--- config.mk ---
export PLATFORM = sky130hd
export DESIGN_NAME = pll_rst_seq
export DESIGN_NICKNAME = d
export VERILOG_FILES = /design/src/rtl/pll_rst_seq_pkg.sv /design/src/rtl/pll_rst_seq_sync2.sv /design/src/rtl/pll_rst_seq.sv
export SDC_FILE = /design/constraint.sdc
export NUM_CORES = 1
export LEC_CHECK = 0
export CORE_ASPECT_RATIO = 2
export CORE_UTILIZATION = 38
export CTS_BUF_LIST = sky130_fd_sc_hd__clkbuf_8
export CTS_CLUSTER_DIAMETER = 120
export DETAILED_ROUTE_END_ITERATION = 8
export GPL_ROUTABILITY_DRIVEN = 0
export PLACE_DENSITY = 0.6
export SYNTH_ARGS = -nofsm -noshare
export SYNTH_HDL_FRONTEND = slang
export SYNTH_SLANG_ARGS = --single-unit
export TNS_END_PERCENT = 100
--- constraint.sdc ---
create_clock -name clk -period 2.45 [get_ports clk]
set_clock_uncertainty 0.2 [all_clocks]
set_input_delay 0.245 -clock clk [delete_from_list [all_inputs] [get_ports clk]]
set_output_delay 0.245 -clock clk [all_outputs]
set_load 0.1 [all_outputs]
--- src/rtl/pll_rst_seq_pkg.sv ---
// Shared definitions for the PLL power-up / reset sequencer: FSM state encodings
// and the width helper for the shared cycle counter.
package pll_seq_pkg;

    typedef enum logic [2:0] {
        ST_PD        = 3'd0,
        ST_WAIT_LOCK = 3'd1,
        ST_STABLE    = 3'd2,
        ST_RELEASE   = 3'd3,
        ST_RUN       = 3'd4
    } state_t;

    // One extra bit above the largest limit so the counter can saturate instead of wrapping
    function automatic int cnt_width(input int pd_cycles, input int lock_timeout, input int stable_cycles);
        int max_v;
        max_v = pd_cycles;
        max_v = (lock_timeout > max_v) ? lock_timeout : max_v;
        max_v = (stable_cycles > max_v) ? stable_cycles : max_v;
        return $clog2(max_v) + 32'sd1;
    endfunction

endpackage

--- src/rtl/pll_rst_seq_sync2.sv ---
// Two-flop synchronizer for the asynchronous PLL lock input; flops clear to 0 on reset.
module sync2 (
    input  logic clk,
    input  logic rst,
    input  logic d,
    output logic q
);

    logic meta_r;
    logic q_r;

    // Two-stage capture of the asynchronous input
    always_ff @(posedge clk or posedge rst) begin
        if (rst) begin
            meta_r <= 1'b0;
            q_r    <= 1'b0;
        end else begin
            meta_r <= d;
            q_r    <= meta_r;
        end
    end

    assign q = q_r;

endmodule

--- src/rtl/pll_rst_seq.sv ---
// PLL power-up and staged domain reset sequencer. The WAIT_LOCK timeout and the
// sticky fault flag exist only when PLL_RST_SEQ_TIMEOUT_EN is defined.
module pll_rst_seq
    import pll_seq_pkg::*;
#(
    parameter int PD_CYCLES     = 16,
    parameter int LOCK_TIMEOUT  = 50000,
    parameter int STABLE_CYCLES = 1024,
    parameter int N_DOMAINS     = 3,
    parameter int STAGE_GAP     = 8
) (
    input  logic                 clk,
    input  logic                 rst,
    input  logic                 pll_lock,
    input  logic                 sw_reset_req,
    output logic                 pll_pd,
    output logic [N_DOMAINS-1:0] rst_out,
    output logic                 ready,
    output logic                 fault,
    output logic [7:0]           lock_lost_cnt,
    output logic [2:0]           state
);

    localparam int CNT_W = cnt_width(PD_CYCLES, LOCK_TIMEOUT, STABLE_CYCLES);
    localparam int STG_W = (N_DOMAINS > 1) ? $clog2(N_DOMAINS) : 1;

    localparam logic [CNT_W-1:0]     CNT_ZERO    = {CNT_W{1'b0}};
    localparam logic [CNT_W-1:0]     CNT_ONE     = {{(CNT_W-1){1'b0}}, 1'b1};
    localparam logic [CNT_W-1:0]     CNT_MAX     = {CNT_W{1'b1}};
    localparam logic [CNT_W-1:0]     PD_LAST     = CNT_W'(PD_CYCLES - 32'sd1);
    localparam logic [CNT_W-1:0]     STABLE_LAST = CNT_W'(STABLE_CYCLES - 32'sd1);
    localparam logic [CNT_W-1:0]     GAP_LAST    = CNT_W'(STAGE_GAP - 32'sd1);
`ifdef PLL_RST_SEQ_TIMEOUT_EN
    localparam logic [CNT_W-1:0]     TO_LAST     = CNT_W'(LOCK_TIMEOUT - 32'sd1);
`endif
    localparam logic [STG_W-1:0]     STG_ZERO    = {STG_W{1'b0}};
    localparam logic [STG_W-1:0]     STG_ONE     = {{(STG_W-1){1'b0}}, 1'b1};
    localparam logic [STG_W-1:0]     LAST_STAGE  = STG_W'(N_DOMAINS - 32'sd1);
    localparam logic [N_DOMAINS-1:0] RST_ALL     = {N_DOMAINS{1'b1}};

    logic                 lock_s;

    state_t               state_r, state_s;
    logic [CNT_W-1:0]     cnt_r, cnt_s, cnt_inc_s;
    logic [STG_W-1:0]     stage_r, stage_s;
    logic                 pll_pd_r, pll_pd_s;
    logic [N_DOMAINS-1:0] rst_out_r, rst_out_s;
    logic                 ready_r, ready_s;
    logic [7:0]           lost_r, lost_s;
    logic                 lost_event_s;
`ifdef PLL_RST_SEQ_TIMEOUT_EN
    logic                 fault_r, fault_s;
`endif

    sync2 u_sync_lock (
        .clk (clk),
        .rst (rst),
        .d   (pll_lock),
        .q   (lock_s)
    );

    // Next-state and next-output decode; software request outranks lock loss, which outranks normal flow
    always_comb begin
        state_s   = state_r;
        cnt_s     = cnt_r;
        stage_s   = stage_r;
        pll_pd_s  = pll_pd_r;
        rst_out_s = rst_out_r;
        ready_s   = ready_r;
`ifdef PLL_RST_SEQ_TIMEOUT_EN
        fault_s   = fault_r;
`endif
        cnt_inc_s    = (cnt_r == CNT_MAX) ? cnt_r : (cnt_r + CNT_ONE);
        lost_event_s = ((state_r == ST_RELEASE) || (state_r == ST_RUN)) && !lock_s;

        if (lost_event_s && (lost_r != 8'hFF)) begin
            lost_s = lost_r + 8'd1;
        end else begin
            lost_s = lost_r;
        end

        if (sw_reset_req) begin
            state_s   = ST_PD;
            cnt_s     = CNT_ZERO;
            stage_s   = STG_ZERO;
            pll_pd_s  = 1'b1;
            rst_out_s = RST_ALL;
            ready_s   = 1'b0;
        end else if (lost_event_s) begin
            // Lock dropped after release began: re-lock without powering the PLL down
            state_s   = ST_WAIT_LOCK;
            cnt_s     = CNT_ZERO;
            stage_s   = STG_ZERO;
            pll_pd_s  = 1'b0;
            rst_out_s = RST_ALL;
            ready_s   = 1'b0;
        end else begin
            case (state_r)
                ST_PD: begin
                    rst_out_s = RST_ALL;
                    ready_s   = 1'b0;
                    if (cnt_r >= PD_LAST) begin
                        state_s  = ST_WAIT_LOCK;
                        cnt_s    = CNT_ZERO;
                        pll_pd_s = 1'b0;
                    end else begin
                        cnt_s    = cnt_inc_s;
                        pll_pd_s = 1'b1;
                    end
                end
                ST_WAIT_LOCK: begin
                    pll_pd_s = 1'b0;
                    if (lock_s) begin
                        state_s = ST_STABLE;
                        cnt_s   = CNT_ZERO;
                    end else begin
`ifdef PLL_RST_SEQ_TIMEOUT_EN
                        if (cnt_r >= TO_LAST) begin
                            state_s  = ST_PD;
                            cnt_s    = CNT_ZERO;
                            pll_pd_s = 1'b1;
                            fault_s  = 1'b1;
                        end else begin
                            cnt_s = cnt_inc_s;
                        end
`else
                        cnt_s = cnt_inc_s;
`endif
                    end
                end
                ST_STABLE: begin
                    pll_pd_s = 1'b0;
                    if (!lock_s) begin
                        state_s = ST_WAIT_LOCK;
                        cnt_s   = CNT_ZERO;
                    end else if (cnt_r >= STABLE_LAST) begin
                        // Bit 0 is released on the same edge that enters RELEASE
                        cnt_s     = CNT_ZERO;
                        stage_s   = STG_ZERO;
                        rst_out_s = rst_out_r << 1'b1;
                        if (STG_ZERO == LAST_STAGE) begin
                            state_s = ST_RUN;
                            ready_s = 1'b1;
                        end else begin
                            state_s = ST_RELEASE;
                        end
                    end else begin
                        cnt_s = cnt_inc_s;
                    end
                end
                ST_RELEASE: begin
                    pll_pd_s = 1'b0;
                    if (cnt_r >= GAP_LAST) begin
                        cnt_s     = CNT_ZERO;
                        stage_s   = stage_r + STG_ONE;
                        rst_out_s = rst_out_r << 1'b1;
                        if ((stage_r + STG_ONE) == LAST_STAGE) begin
                            state_s = ST_RUN;
                            ready_s = 1'b1;
                        end else begin
                            state_s = ST_RELEASE;
                        end
                    end else begin
                        cnt_s = cnt_inc_s;
                    end
                end
                ST_RUN: begin
                    pll_pd_s = 1'b0;
                    ready_s  = 1'b1;
                end
                default: begin
                    state_s   = ST_PD;
                    cnt_s     = CNT_ZERO;
                    stage_s   = STG_ZERO;
                    pll_pd_s  = 1'b1;
                    rst_out_s = RST_ALL;
                    ready_s   = 1'b0;
                end
            endcase
        end
    end

    // State, counters and registered outputs
    always_ff @(posedge clk or posedge rst) begin
        if (rst) begin
            state_r   <= ST_PD;
            cnt_r     <= CNT_ZERO;
            stage_r   <= STG_ZERO;
            pll_pd_r  <= 1'b1;
            rst_out_r <= RST_ALL;
            ready_r   <= 1'b0;
            lost_r    <= 8'd0;
        end else begin
            state_r   <= state_s;
            cnt_r     <= cnt_s;
            stage_r   <= stage_s;
            pll_pd_r  <= pll_pd_s;
            rst_out_r <= rst_out_s;
            ready_r   <= ready_s;
            lost_r    <= lost_s;
        end
    end

`ifdef PLL_RST_SEQ_TIMEOUT_EN
    // Sticky timeout flag; only the hard reset clears it
    always_ff @(posedge clk or posedge rst) begin
        if (rst) begin
            fault_r <= 1'b0;
        end else begin
            fault_r <= fault_s;
        end
    end

    assign fault = fault_r;
`else
    assign fault = 1'b0;
`endif

    assign pll_pd        = pll_pd_r;
    assign rst_out       = rst_out_r;
    assign ready         = ready_r;
    assign lock_lost_cnt = lost_r;
    assign state         = state_r;

endmodule

==> out/summary.json <==
{
  "launching_point_of_the_worst_reg2reg_path": {"value": "cnt_r[16]$_DFFE_PP0N_"},
  "stdcell_area": {"value": 2870, "unit": "um2"},
  "setup_viol": {"value": 17},
  "cts.htree.levels": {"value": 2},
  "synth_top_area_frac": {"value": 0.381},
  "max_slew.worst_pin.slew": {"value": 0.594, "unit": "ns"},
  "die_y": {"value": 109, "unit": "um"},
  "cts.path.max_buffers": {"value": 2},
  "synth_area_leader_cell": {"value": "sky130_fd_sc_hd__dfrtp_1"},
  "run_status": {"value": "finished with violations"},
  "ff2ff_setup_slack": {"value": -0.18, "unit": "ns"},
  "rr_endpoint": {"value": "cnt_r[3]$_DFFE_PP0N_"},
  "cts_made_buffers": {"value": 5},
  "clock.fmax": {"value": 0.381, "unit": "GHz"},
  "ioPinCount": {"value": 21},
  "multi_input_area": {"value": 1260, "unit": "um2"},
  "syn-mean-instance-area": {"value": 9.46, "unit": "um2"},
  "worst_ep_arrival_time": {"value": 2.64, "unit": "ns"},
  "maxSlewViolCount": {"value": 0},
  "dr.first_iter.drc_count": {"value": 63},
  "initial_core_util": {"value": 0.396},
  "synth_enable_flop_cells": {"value": 0},
  "grt_util_all_layers": {"value": 0.196},
  "drt_pre_antenna_iters": {"value": 4},
  "synth_nets": {"value": 236},
  "ranking_of_synthesized_cells_by_instance_count": {"value": "33 x sky130_fd_sc_hd__dfrtp_1, 25 x sky130_fd_sc_hd__nand2_1, 21 x sky130_fd_sc_hd__nor2_1"},
  "synth.lib_cells_used.distinct": {"value": 54},
  "floorplan.rows": {"value": 38},
  "register_cell_area_after_layout": {"value": 940, "unit": "um2"},
  "power.ir.vdd_worst": {"value": 0.838, "unit": "mV"},
  "netlist_area": {"value": 2170, "unit": "um2"},
  "synth.ff_latch_count": {"value": 37},
  "route.vias.total": {"value": 1968},
  "setup_repair_after_global_routing_missed_its_margin": {"value": "true"},
  "clock_tree.root_cell": {"value": "sky130_fd_sc_hd__clkbuf_8"},
  "power-per-cell-area": {"value": 970, "unit": "nW/um2"},
  "grt_pass1_vias": {"value": 1951},
  "finalHoldViolCount": {"value": 0},
  "grt_max_degree": {"value": 38},
  "violations": {"value": "setup timing"},
  "path_class": {"value": "flop to flop"},
  "antennaDiodeCount": {"value": 0},
  "grt_pass1_wl": {"value": 9160, "unit": "um"},
  "worstSetupStartpoint": {"value": "cnt_r[16]$_DFFE_PP0N_"},
  "route.detailed.drc": {"value": 0},
  "critical_path.startpoint_type": {"value": "flop"},
  "total_leakage_power": {"value": 1.26, "unit": "nW"},
  "synth.most_common_cell": {"value": "sky130_fd_sc_hd__dfrtp_1"},
  "die_ar": {"value": 6020, "unit": "um2"},
  "clkLatencyLatePin": {"value": 0.29, "unit": "ns"},
  "r2r_cells": {"value": 7},
  "place_hpwl": {"value": 4120, "unit": "um"},
  "grt_overflow_total": {"value": 0},
  "syn-instance-count": {"value": 229},
  "cts_tree": {"value": "built"},
  "maxSlewHeadroom": {"value": 0.598},
  "wl_per_cell": {"value": 17.6, "unit": "um"},
  "vias_per_cell": {"value": 5.79},
  "total_power_draw": {"value": 2.78, "unit": "mW"},
  "endpoint_kind": {"value": "flop"},
  "synth_warnings": {"value": 0},
  "layout-area-overhead-vs-synth": {"value": 32.5, "unit": "%"},
  "coreArea": {"value": 5470, "unit": "um2"},
  "timing.critical_path.fanout_max": {"value": 9},
  "die_w": {"value": 55.4, "unit": "um"},
  "seq_area_frac_synth": {"value": 0.430},
  "endpoint": {"value": "cnt_r[3]$_DFFE_PP0N_"},
  "postPlaceCellArea": {"value": 2610, "unit": "um2"},
  "post-route-worst-setup-slack": {"value": -0.175, "unit": "ns"},
  "min-delay-path-class": {"value": "input pin to asynchronous set/reset pin"},
  "async_flop_share": {"value": 1.00},
  "cap_viol_max_count": {"value": 0},
  "io_buffers": {"value": 19},
  "min_cycle_time_layout": {"value": 2.63, "unit": "ns"},
  "sinks_on_the_clock_net": {"value": 37},
  "synth_ff_type": {"value": "sky130_fd_sc_hd__dfrtp_1"},
  "totalWireLength": {"value": 5990, "unit": "um"},
  "fill_cells": {"value": 512},
  "antenna_violating_nets_post_route": {"value": 0},
  "final_min_period_over_clock_period": {"value": 1.07},
  "synth.top_cells.by_area": {"value": "sky130_fd_sc_hd__dfrtp_1 38%, sky130_fd_sc_hd__dfstp_2 4.9%, sky130_fd_sc_hd__nand2_1 4.3%"},
  "design.final.nets": {"value": 286},
  "drive_above_1_share": {"value": 0.396},
  "worst_setup_hold_path_clk_slew": {"value": 0.08, "unit": "ns"},
  "antenna_found_initial": {"value": 0},
  "critPathRequiredTime": {"value": 2.47, "unit": "ns"}
}
metal layers:
metal  share of wire  track usage  routed length [um]
met1            0.35        0.195                2120
met2            0.58        0.376                3490
met3           0.026       0.0214                 154
met4           0.039        0.129                 234
met5               0            0                   0
cell usage in the layout, fill, tap and decap left out, drive strengths merged, types with 2 or more instances in the layout:
cell	count
buf	50
dfrtp	33
nand2	25
nor2	21
a21oi	14
nand3	13
o21ai	12
inv	9
clkbuf	8
and3	7
xnor2	6
a21o	5
nand4	5
o21a	5
nor4	5
o311ai	4
dfstp	4
mux2	3
ha	3
clkdlybuf4s50	3
and4	3
or4	3
nor2b	3
nor3	3
a31oi	3
a41oi	3
nand3b	2
and2b	2
nand4b	2
a221oi	2
xor2	2
or3	2
sequential cells by signal (all words and copies together) (netlist names):
register	cells
cnt_r	17
lock_lost_cnt	8
pll_pd	1
ready	1
rst_out	3
stage_r	2
state	3
u_sync_lock.meta_r	1
u_sync_lock.q	1
through the flow:
| step | std cells | setup slack, ns | hold slack [ns] | util | TNS [ns] |
|---|---|---|---|---|---|
| after global placement | 329 | -0.0705 | 0.161 | 0.476 | -0.409 |
| after global routing | 340 | -0.233 | 0.191 | 0.525 | -3.18 |
| after floorplan | 229 | 0.00763 | 0.0764 | - | 0 |
| after detailed placement | 329 | -0.149 | 0.166 | 0.476 | -1.15 |
| after CTS | 338 | -0.116 | 0.184 | 0.498 | -1.43 |
| final | 340 | -0.175 | 0.176 | 0.525 | -2.20 |
final cells by class:
type                       count  area share
inverter                       7     0.00916
timing repair buffer          55       0.167
clock buffer                   6      0.0288
tap                           60      0.0262
clock inverter                 2     0.00262
multi-input combinational    173       0.439
sequential                    37       0.328
worst min path at each step:
stage | to | cells after the start | from
floorplan | u_sync_lock.meta_r$_DFF_PP0_ | 0 | pll_lock
global placement | u_sync_lock.q$_DFF_PP0_ | 0 | u_sync_lock.meta_r$_DFF_PP0_
detailed placement | u_sync_lock.q$_DFF_PP0_ | 0 | u_sync_lock.meta_r$_DFF_PP0_
CTS | u_sync_lock.meta_r$_DFF_PP0_ | 1 | pll_lock
global route | u_sync_lock.meta_r$_DFF_PP0_ | 1 | pll_lock
finish | state[1]$_DFFE_PP0P_ | 3 | rst
where the power goes:
part / internal (mW) / switching (mW) / total, mW
logic: 0.575 / 0.964 / 1.54
registers: 0.703 / 0.0967 / 0.800
clock network: 0.221 / 0.222 / 0.443
total: 1.50 / 1.28 / 2.78
critical path: stages (launching register included):
cell and delay [ns]:
sky130_fd_sc_hd__dfrtp_1 0.39, sky130_fd_sc_hd__or4_4 0.54, sky130_fd_sc_hd__or4_4 0.45, sky130_fd_sc_hd__o41ai_4 0.32, sky130_fd_sc_hd__o21a_2 0.28, sky130_fd_sc_hd__clkbuf_16 0.19
sky130_fd_sc_hd__a21oi_1 0.07, sky130_fd_sc_hd__o21ai_1 0.13
timing repair:
| action | CTS | global route |
|---|---|---|
| cloned | 0 | 2 |
| hold buffers | 0 | 0 |
| buffers inserted | 1 | 1 |
| pin swaps | 0 | 12 |
| setup endpoints to repair | 16 | 23 |
| gates resized for setup | 8 | 24 |
cells by family (layout without fill, tap and decap cells):
group	count (synthesis)	in the layout	synth area share
mux	4	4	0.0202
compound gates	58	58	0.201
fa+ha+maj	3	3	0.0173
buf+inv	19	70	0.0566
simple gates	99	99	0.241
xor+xnor	8	8	0.0324
other cells	1	1	0.00173
flops	37	37	0.430
No activity file was read; power rests on OpenSTA's default activity.
